==> config.mk <==
export PLATFORM = sky130hd
export DESIGN_NAME = ssd_scan_ctrl_flat
export DESIGN_NICKNAME = d
export VERILOG_FILES = /design/src/rtl/ssd_scan_pkg.sv /design/src/rtl/ssd_scan_ctrl_if.sv /design/src/rtl/ssd_scan_timer.sv /design/src/rtl/ssd_scan_ctrl.sv /design/src/flat_wrapper.sv
export SDC_FILE = /design/constraint.sdc
export NUM_CORES = 1
export LEC_CHECK = 0
export CORE_ASPECT_RATIO = 1.2
export CORE_UTILIZATION = 55
export CTS_CLUSTER_DIAMETER = 80
export CTS_CLUSTER_SIZE = 28
export DETAILED_ROUTE_END_ITERATION = 6
export PLACE_DENSITY = 0.82
export SYNTH_ARGS = -nofsm -noshare
export SYNTH_HDL_FRONTEND = slang
export SYNTH_SLANG_ARGS = --single-unit
export TNS_END_PERCENT = 1
==> constraint.sdc <==
create_clock -name clk -period 5.7 [get_ports clk]
set_clock_uncertainty 0.1 [all_clocks]
set_input_delay 1.14 -clock clk [delete_from_list [all_inputs] [get_ports clk]]
set_output_delay 1.14 -clock clk [all_outputs]
set_load 0.02 [all_outputs]
==> src/rtl/ssd_scan_pkg.sv <==
// Shared types and glyph constants for the seven-segment scan controller.
package ssd_scan_pkg;

  localparam int unsigned SEG_W = 7;

  typedef enum logic {
    S_ON,
    S_GAP
  } scan_state_t;

  typedef enum logic [1:0] {
    SL_MSD,
    SL_LSD,
    SL_SIGN
  } scan_slot_t;

  localparam logic [SEG_W-1:0] SEG_BLANK = 7'b0000000;
  localparam logic [SEG_W-1:0] SEG_ZERO  = 7'b0111111;
  localparam logic [SEG_W-1:0] SEG_MINUS = 7'b1000000;

  localparam logic [2:0] DIG_NONE = 3'b000;
  localparam logic [2:0] DIG_MSD  = 3'b100;
  localparam logic [2:0] DIG_LSD  = 3'b010;
  localparam logic [2:0] DIG_SIGN = 3'b001;

  // Scan order MSD -> LSD -> SIGN -> MSD; the unused encoding recovers to MSD.
  function automatic scan_slot_t next_slot(input scan_slot_t cur);
    case (cur)
      SL_MSD:  return SL_LSD;
      SL_LSD:  return SL_SIGN;
      default: return SL_MSD;
    endcase
  endfunction

endpackage

==> src/rtl/ssd_scan_ctrl_if.sv <==
// Valid/ready load port carrying a decoded two-digit value plus sign.
interface ssd_scan_ctrl_if;
  import ssd_scan_pkg::*;

  logic                 in_valid;
  logic                 in_ready;
  logic [2*SEG_W-1:0]   in_segments;
  logic                 in_negsign;

  modport master (output in_valid, output in_segments, output in_negsign, input in_ready);
  modport slave  (input in_valid, input in_segments, input in_negsign, output in_ready);

endinterface

==> src/rtl/ssd_scan_timer.sv <==
// Per-state cycle counter; last flags the final cycle of the current limit.
module ssd_scan_timer #(
  parameter int unsigned Width = 4
) (
  input  logic             clk,
  input  logic             rst,
  input  logic             en,
  input  logic             clear,
  input  logic [Width-1:0] limit,
  output logic [Width-1:0] cnt,
  output logic             last
);

  localparam logic [Width-1:0] One = Width'(1);

  logic [Width-1:0] cnt_q;

  always_ff @(posedge clk) begin
    if (rst) begin
      cnt_q <= '0;
    end else if (en) begin
      cnt_q <= clear ? '0 : cnt_q + One;
    end
  end

  assign cnt  = cnt_q;
  assign last = (cnt_q == limit - One);

endmodule

==> src/rtl/ssd_scan_ctrl.sv <==
// Scan controller: dwell/gap FSM over MSD, LSD and sign slots, with a shadow
// register that commits only on the frame boundary.
module ssd_scan_ctrl
  import ssd_scan_pkg::*;
#(
  parameter int unsigned DWELL    = 1000,
  parameter int unsigned GAP      = 4,
  parameter bit          BLANK_LZ = 1'b1
) (
  input  logic               clk,
  input  logic               rst,
  input  logic               en,
  ssd_scan_ctrl_if.slave     in_if,
  output logic [SEG_W-1:0]   seg_out,
  output logic [2:0]         dig_en,
  output logic               frame_done
);

  localparam int unsigned MaxLen = (DWELL > GAP) ? DWELL : GAP;
  localparam int unsigned CntW   = $clog2(MaxLen + 1);

  localparam logic [CntW-1:0] DwellLim = CntW'(DWELL);
  localparam logic [CntW-1:0] GapLim   = CntW'(GAP);
  localparam logic [CntW-1:0] GapLast  = CntW'(GAP - 1);

  scan_state_t          state_q, state_d;
  scan_slot_t           slot_q, slot_d;
  logic [2*SEG_W-1:0]   disp_seg_q, shd_seg_q;
  logic                 disp_neg_q, shd_neg_q;
  logic                 pending_q;

  logic [CntW-1:0]      cnt;
  logic [CntW-1:0]      limit;
  logic                 last;
  logic                 xfer;
  logic                 commit;

  assign limit = (state_q == S_ON) ? DwellLim : GapLim;

  // The timer clears itself on its last cycle, which is exactly every state transition.
  ssd_scan_timer #(
    .Width (CntW)
  ) u_timer (
    .clk   (clk),
    .rst   (rst),
    .en    (en),
    .clear (last),
    .limit (limit),
    .cnt   (cnt),
    .last  (last)
  );

  assign frame_done = en && (state_q == S_GAP) && (slot_q == SL_SIGN) && (cnt == GapLast);
  assign in_if.in_ready = !pending_q;
  assign xfer   = in_if.in_valid && !pending_q;
  assign commit = frame_done && pending_q;

  always_comb begin
    state_d = state_q;
    slot_d  = slot_q;
    if (en && last) begin
      if (state_q == S_ON) begin
        state_d = S_GAP;
      end else begin
        state_d = S_ON;
        slot_d  = next_slot(slot_q);
      end
    end
  end

  always_ff @(posedge clk) begin
    if (rst) begin
      state_q <= S_GAP;
      slot_q  <= SL_SIGN;
    end else begin
      state_q <= state_d;
      slot_q  <= slot_d;
    end
  end

  // Commit and load are exclusive: a load needs an empty shadow, a commit a full one.
  always_ff @(posedge clk) begin
    if (rst) begin
      disp_seg_q <= '0;
      disp_neg_q <= 1'b0;
      shd_seg_q  <= '0;
      shd_neg_q  <= 1'b0;
      pending_q  <= 1'b0;
    end else if (commit) begin
      disp_seg_q <= shd_seg_q;
      disp_neg_q <= shd_neg_q;
      pending_q  <= 1'b0;
    end else if (xfer) begin
      shd_seg_q  <= in_if.in_segments;
      shd_neg_q  <= in_if.in_negsign;
      pending_q  <= 1'b1;
    end
  end

  always_comb begin
    seg_out = SEG_BLANK;
    dig_en  = DIG_NONE;
    if (en && (state_q == S_ON)) begin
      case (slot_q)
        SL_MSD: begin
          if (!(BLANK_LZ && (disp_seg_q[13:7] == SEG_ZERO))) begin
            seg_out = disp_seg_q[13:7];
            dig_en  = DIG_MSD;
          end
        end
        SL_LSD: begin
          seg_out = disp_seg_q[6:0];
          dig_en  = DIG_LSD;
        end
        SL_SIGN: begin
          seg_out = disp_neg_q ? SEG_MINUS : SEG_BLANK;
          dig_en  = DIG_SIGN;
        end
        default: begin
          seg_out = SEG_BLANK;
          dig_en  = DIG_NONE;
        end
      endcase
    end
  end

endmodule
==> src/flat_wrapper.sv <==
// flat-port wrapper written by rule: the top's interface ports become plain ports
module ssd_scan_ctrl_flat import ssd_scan_pkg::*;
#(
  parameter int unsigned DWELL    = 1000,
  parameter int unsigned GAP      = 4,
  parameter bit          BLANK_LZ = 1'b1
)
  (clk, rst, en, seg_out, dig_en, frame_done, in_if_in_valid, in_if_in_segments, in_if_in_negsign, in_if_in_ready);
  ssd_scan_ctrl_if in_if_i ();
  input  logic clk;
  input  logic rst;
  input  logic en;
  output logic [SEG_W-1:0] seg_out;
  output logic [2:0] dig_en;
  output logic frame_done;
  input wire logic [$bits(in_if_i.in_valid)-1:0] in_if_in_valid;
  input wire logic [$bits(in_if_i.in_segments)-1:0] in_if_in_segments;
  input wire logic [$bits(in_if_i.in_negsign)-1:0] in_if_in_negsign;
  output wire logic [$bits(in_if_i.in_ready)-1:0] in_if_in_ready;
  assign in_if_i.in_valid = in_if_in_valid;
  assign in_if_i.in_segments = in_if_in_segments;
  assign in_if_i.in_negsign = in_if_in_negsign;
  assign in_if_in_ready = in_if_i.in_ready;
  ssd_scan_ctrl #(.DWELL(DWELL), .GAP(GAP), .BLANK_LZ(BLANK_LZ)) u_core (.clk(clk), .rst(rst), .en(en), .in_if(in_if_i), .seg_out(seg_out), .dig_en(dig_en), .frame_done(frame_done));
endmodule
==> metrics.md <==
| Metric | Value |
|---|---|
| DR DRC count | 0 |
| Setup total negative slack | 0 ns |
| Inst Count DP | 274 |
| Yosys reg bits | 44 |
| Slowest-stage cell, CP | clkdlybuf4s50_1 |
| Worst setup path category | in2out |
| Share of cells above drive strength 1 | 4.47% |
| N_diodes | 0 |
| Post-Synth XOR/XNOR Area | 4.20% |
| Register Area | 881 µm² |
| Reg2Reg Setup Slack | 3.30 ns |
| P_sw | 120 µW |
| Worst setup EP type | output port |
| Root buf cell | clkbuf_4 |
| Largest family of logic cells by synthesized area | simple AND/OR/NAND/NOR gates |
| Worst-path cell chain | clkdlybuf4s50_1 -> nand2b_1 -> a21o_1 -> nor2_1 -> clkdlybuf4s50_1 |
| Part of the power in combinational logic | 8.3% |
| Tcrit/Tclk final | 74.3% |
| Final setup fails | 0 |
| Min-Delay Endpoint | u_core.shd_seg_q[0] |
| Power Internal | 398 µW |
| Clock tree buffer depth | 2 |
| Via count of the first global-routing pass | 1,486 |
| Post-CTS Resized | 0 |
| Vias/cell | 5.46 |
| Sw Share | 23.2% |
| Core Util, Final | 70.7% |
| Mapped Area | 0.00188 mm² |
| Area after DPL | 0.00218 mm² |
| Slew Viols, Final | 0 |
| Die Area | 0.00365 mm² |
| Power share of the sequential group | 62.1% |
| Post-Synth Simple-Gate Area | 26.5% |
| Mux contribution to synthesized area | 9.61% |
| Setup bufs post-CTS | 0 |
| Syn Area/Cell | 8.56 µm² |
| RR Endpoint | u_core.state_q |
| Die Ht | 66.0 µm |
| Pre-CTS worst setup slack | 1.47 ns |
| Num CTS Buffers | 5 |
| Slew @ Worst Pin | 1.08 ns |
| Initial antenna violation count | 0 |
| Pin count of the biggest net entering global routing | 47 |
| Synth Area in Compound Gates | 8.61% |
| Drt total wl | 3.71 mm |
| Worst-path maximum fanout | 8 |
| Leak | 0.772 nW |
| Highest clock rate | 236 MHz |
| Critical R2R Launch | u_core.u_timer.cnt[7] |
| Max cap viols | 0 |
| Post-synthesis cell type count | 30 |
| Clock power share | 29.6% |
| IO Pins | 31 |
| Max stage delay on crit path | 0.64 ns |
| Row count | 22 |
| Min cycle time layout | 4.23 ns |
| Final cell count without fillers | 282 |
| Worst EP required | 4.46 ns |
| TritonCTS Sinks | 44 |
| Worst skew pair latency | 0.35 ns |
| Reg clk slew, reported paths | 0.11 ns |
| CTS Hold Bufs | 0 |
| Avg WL per Cell | 13.2 µm |
| CORE AREA | 0.00317 mm² |
| Initial cell density of the core | 59.2% |
| Synth Area in Adders | 0.667% |
| Design area | 0.00224 mm² |
| First-pass GRT wire length | 6.52 mm |
| Worst Hold Path Cells | 2 |
| Multi-input logic area | 930 µm² |
| Slew margin rel. | 28.0% |
| Die X | 55.3 µm |
| Syn nets | 239 |
| Critical Path AT | 2.99 ns |
| Layout area overhead | 19.3% |
| Ys Warns | 0 |
| Critical hold path startpoint | u_core.shd_seg_q[0] |
| Worst min path class | reg2reg |
| Detail Placement HPWL | 2.58 mm |
| R2R cell count | 4 |
| Seq/Total Area, Yosys | 47.0% |
| GP Congestion | 0.843 |
| Grt ovf | 0 |
| Outcome | finished, final reports clean |
| Total number of vias | 1,540 |
| DR iter-0 viols | 67 |
| Pwr per Cell Area | 232 mW/mm² |
| Total of fill cells in the finished design | 258 |
| Buffers on Ports | 30 |
| Total Power | 519 µW |
| Critical Path Most Common Cell | clkdlybuf4s50_1 |
| Unrepaired setup endpoints after global routing | no |
| Post-Syn Instances | 219 |
| Nets | 265 |
| Worst setup SP type | primary input |
| Final hold viol count | 0 |
| Peak VDD IR | 0.000215 V |
| Gr usage total | 23.0% |
| Fin Hold WS | 0.364 ns |
| CTS H-tree lvls | 2 |
| Post-route setup slack | 1.47 ns |
| Antenna Nets Post-Route | 0 |
| DRT Pass-1 Iters | 4 |
| CTS tree | done |
[sequential cells by signal (all words and copies together) (netlist names)]
name and cells:
u_core.disp_seg_q 14, u_core.shd_seg_q 14, u_core.u_timer.cnt 10, u_core.slot_q 2, u_core.disp_neg_q 1, u_core.pending_q 1
u_core.shd_neg_q 1, u_core.state_q 1
[cell type report]
cell class,instances,area share (%)
multi-input combinational,160,41.6
timing repair buffer,32,14.1
clock buffer,8,2.63
tap,36,2.01
inverter,2,0.336
sequential,44,39.4
[synthesized netlist by cell type]
cell type	n	area share, %
ha_1	1	0.67
a31oi_1	1	0.33
and4b_1	1	0.53
nand4_1	4	1.3
nand4bb_1	1	0.60
nor4_4	1	1.1
o21ai_0	2	0.53
dfxtp_1	44	47
nand3b_1	1	0.40
nand2b_1	3	1.0
nor3_1	17	4.5
a22oi_1	6	2.4
and3_1	1	0.33
or2_2	1	0.33
nor2b_1	5	1.7
a21o_1	1	0.40
a211oi_1	1	0.40
or3_1	2	0.67
buf_6	1	0.60
clkbuf_1	10	2.0
a21oi_1	17	4.5
xor2_1	3	1.4
xnor2_1	6	2.8
mux2i_1	18	9.6
or4b_4	1	0.73
nor2_1	28	5.6
inv_1	2	0.40
buf_1	1	0.20
nand2_1	38	7.6
buf_2	1	0.27
[metal layers]
| layer | wire length [µm] | vias to the layer above | track usage (%) |
|---|---|---|---|
| li1 | - | 797 | - |
| met1 | 1630 | 693 | 25.7 |
| met2 | 1860 | 39 | 40.4 |
| met3 | 119 | 11 | 4.50 |
| met4 | 105 | 0 | 13.8 |
| met5 | 0 | - | 0 |
[power groups by stage]
stage               sequential [mW]  clock (mW)  combinational [mW]
detailed placement            0.329           0              0.0435
CTS                           0.322       0.158              0.0437
global route                  0.323       0.173              0.0486
global placement              0.329           0              0.0424
finish                        0.322       0.154              0.0432
floorplan                     0.327           0              0.0255
[worst max-delay path, delay by kind of cell]
| kind | cells | cell delay [ns] |
|---|---|---|
| AND/OR/NAND/NOR | 2 | 0.33 |
| buffers and inverters | 2 | 1.26 |
| AO/OA/AOI/OAI | 1 | 0.26 |
[layout by cell type, fill, tap and decap left out, drive strengths merged, types with 2 or more instances in the layout]
| cell | instances |
|---|---|
| xnor2 | 6 |
| nand4 | 4 |
| clkbuf | 8 |
| or3 | 2 |
| inv | 2 |
| nor2 | 28 |
| nand2 | 38 |
| a21oi | 17 |
| nand2b | 3 |
| clkdlybuf4s50 | 30 |
| nor2b | 5 |
| nor3 | 17 |
| buf | 2 |
| xor2 | 3 |
| dfxtp | 44 |
| o21ai | 2 |
| a22oi | 6 |
| mux2i | 18 |
[worst max-delay path by stage]
stage                     start    endpoint  slack, ns
after CTS                    en  seg_out[1]       1.46
final                        en  seg_out[1]       1.47
after detailed placement     en  seg_out[5]       1.47
after global placement       en  seg_out[5]       1.48
after global routing         en  seg_out[1]       1.33
after floorplan              en  frame_done       2.32
[cell families after synthesis]
family | Yosys count
AO/OA/AOI/OAI | 28
XOR/XNOR | 9
AND/OR/NAND/NOR | 104
buffers and inverters | 15
flip-flops | 44
adder cells (fa/ha/maj) | 1
multiplexers | 18
Note: power is estimated with default switching activity, not from simulation.
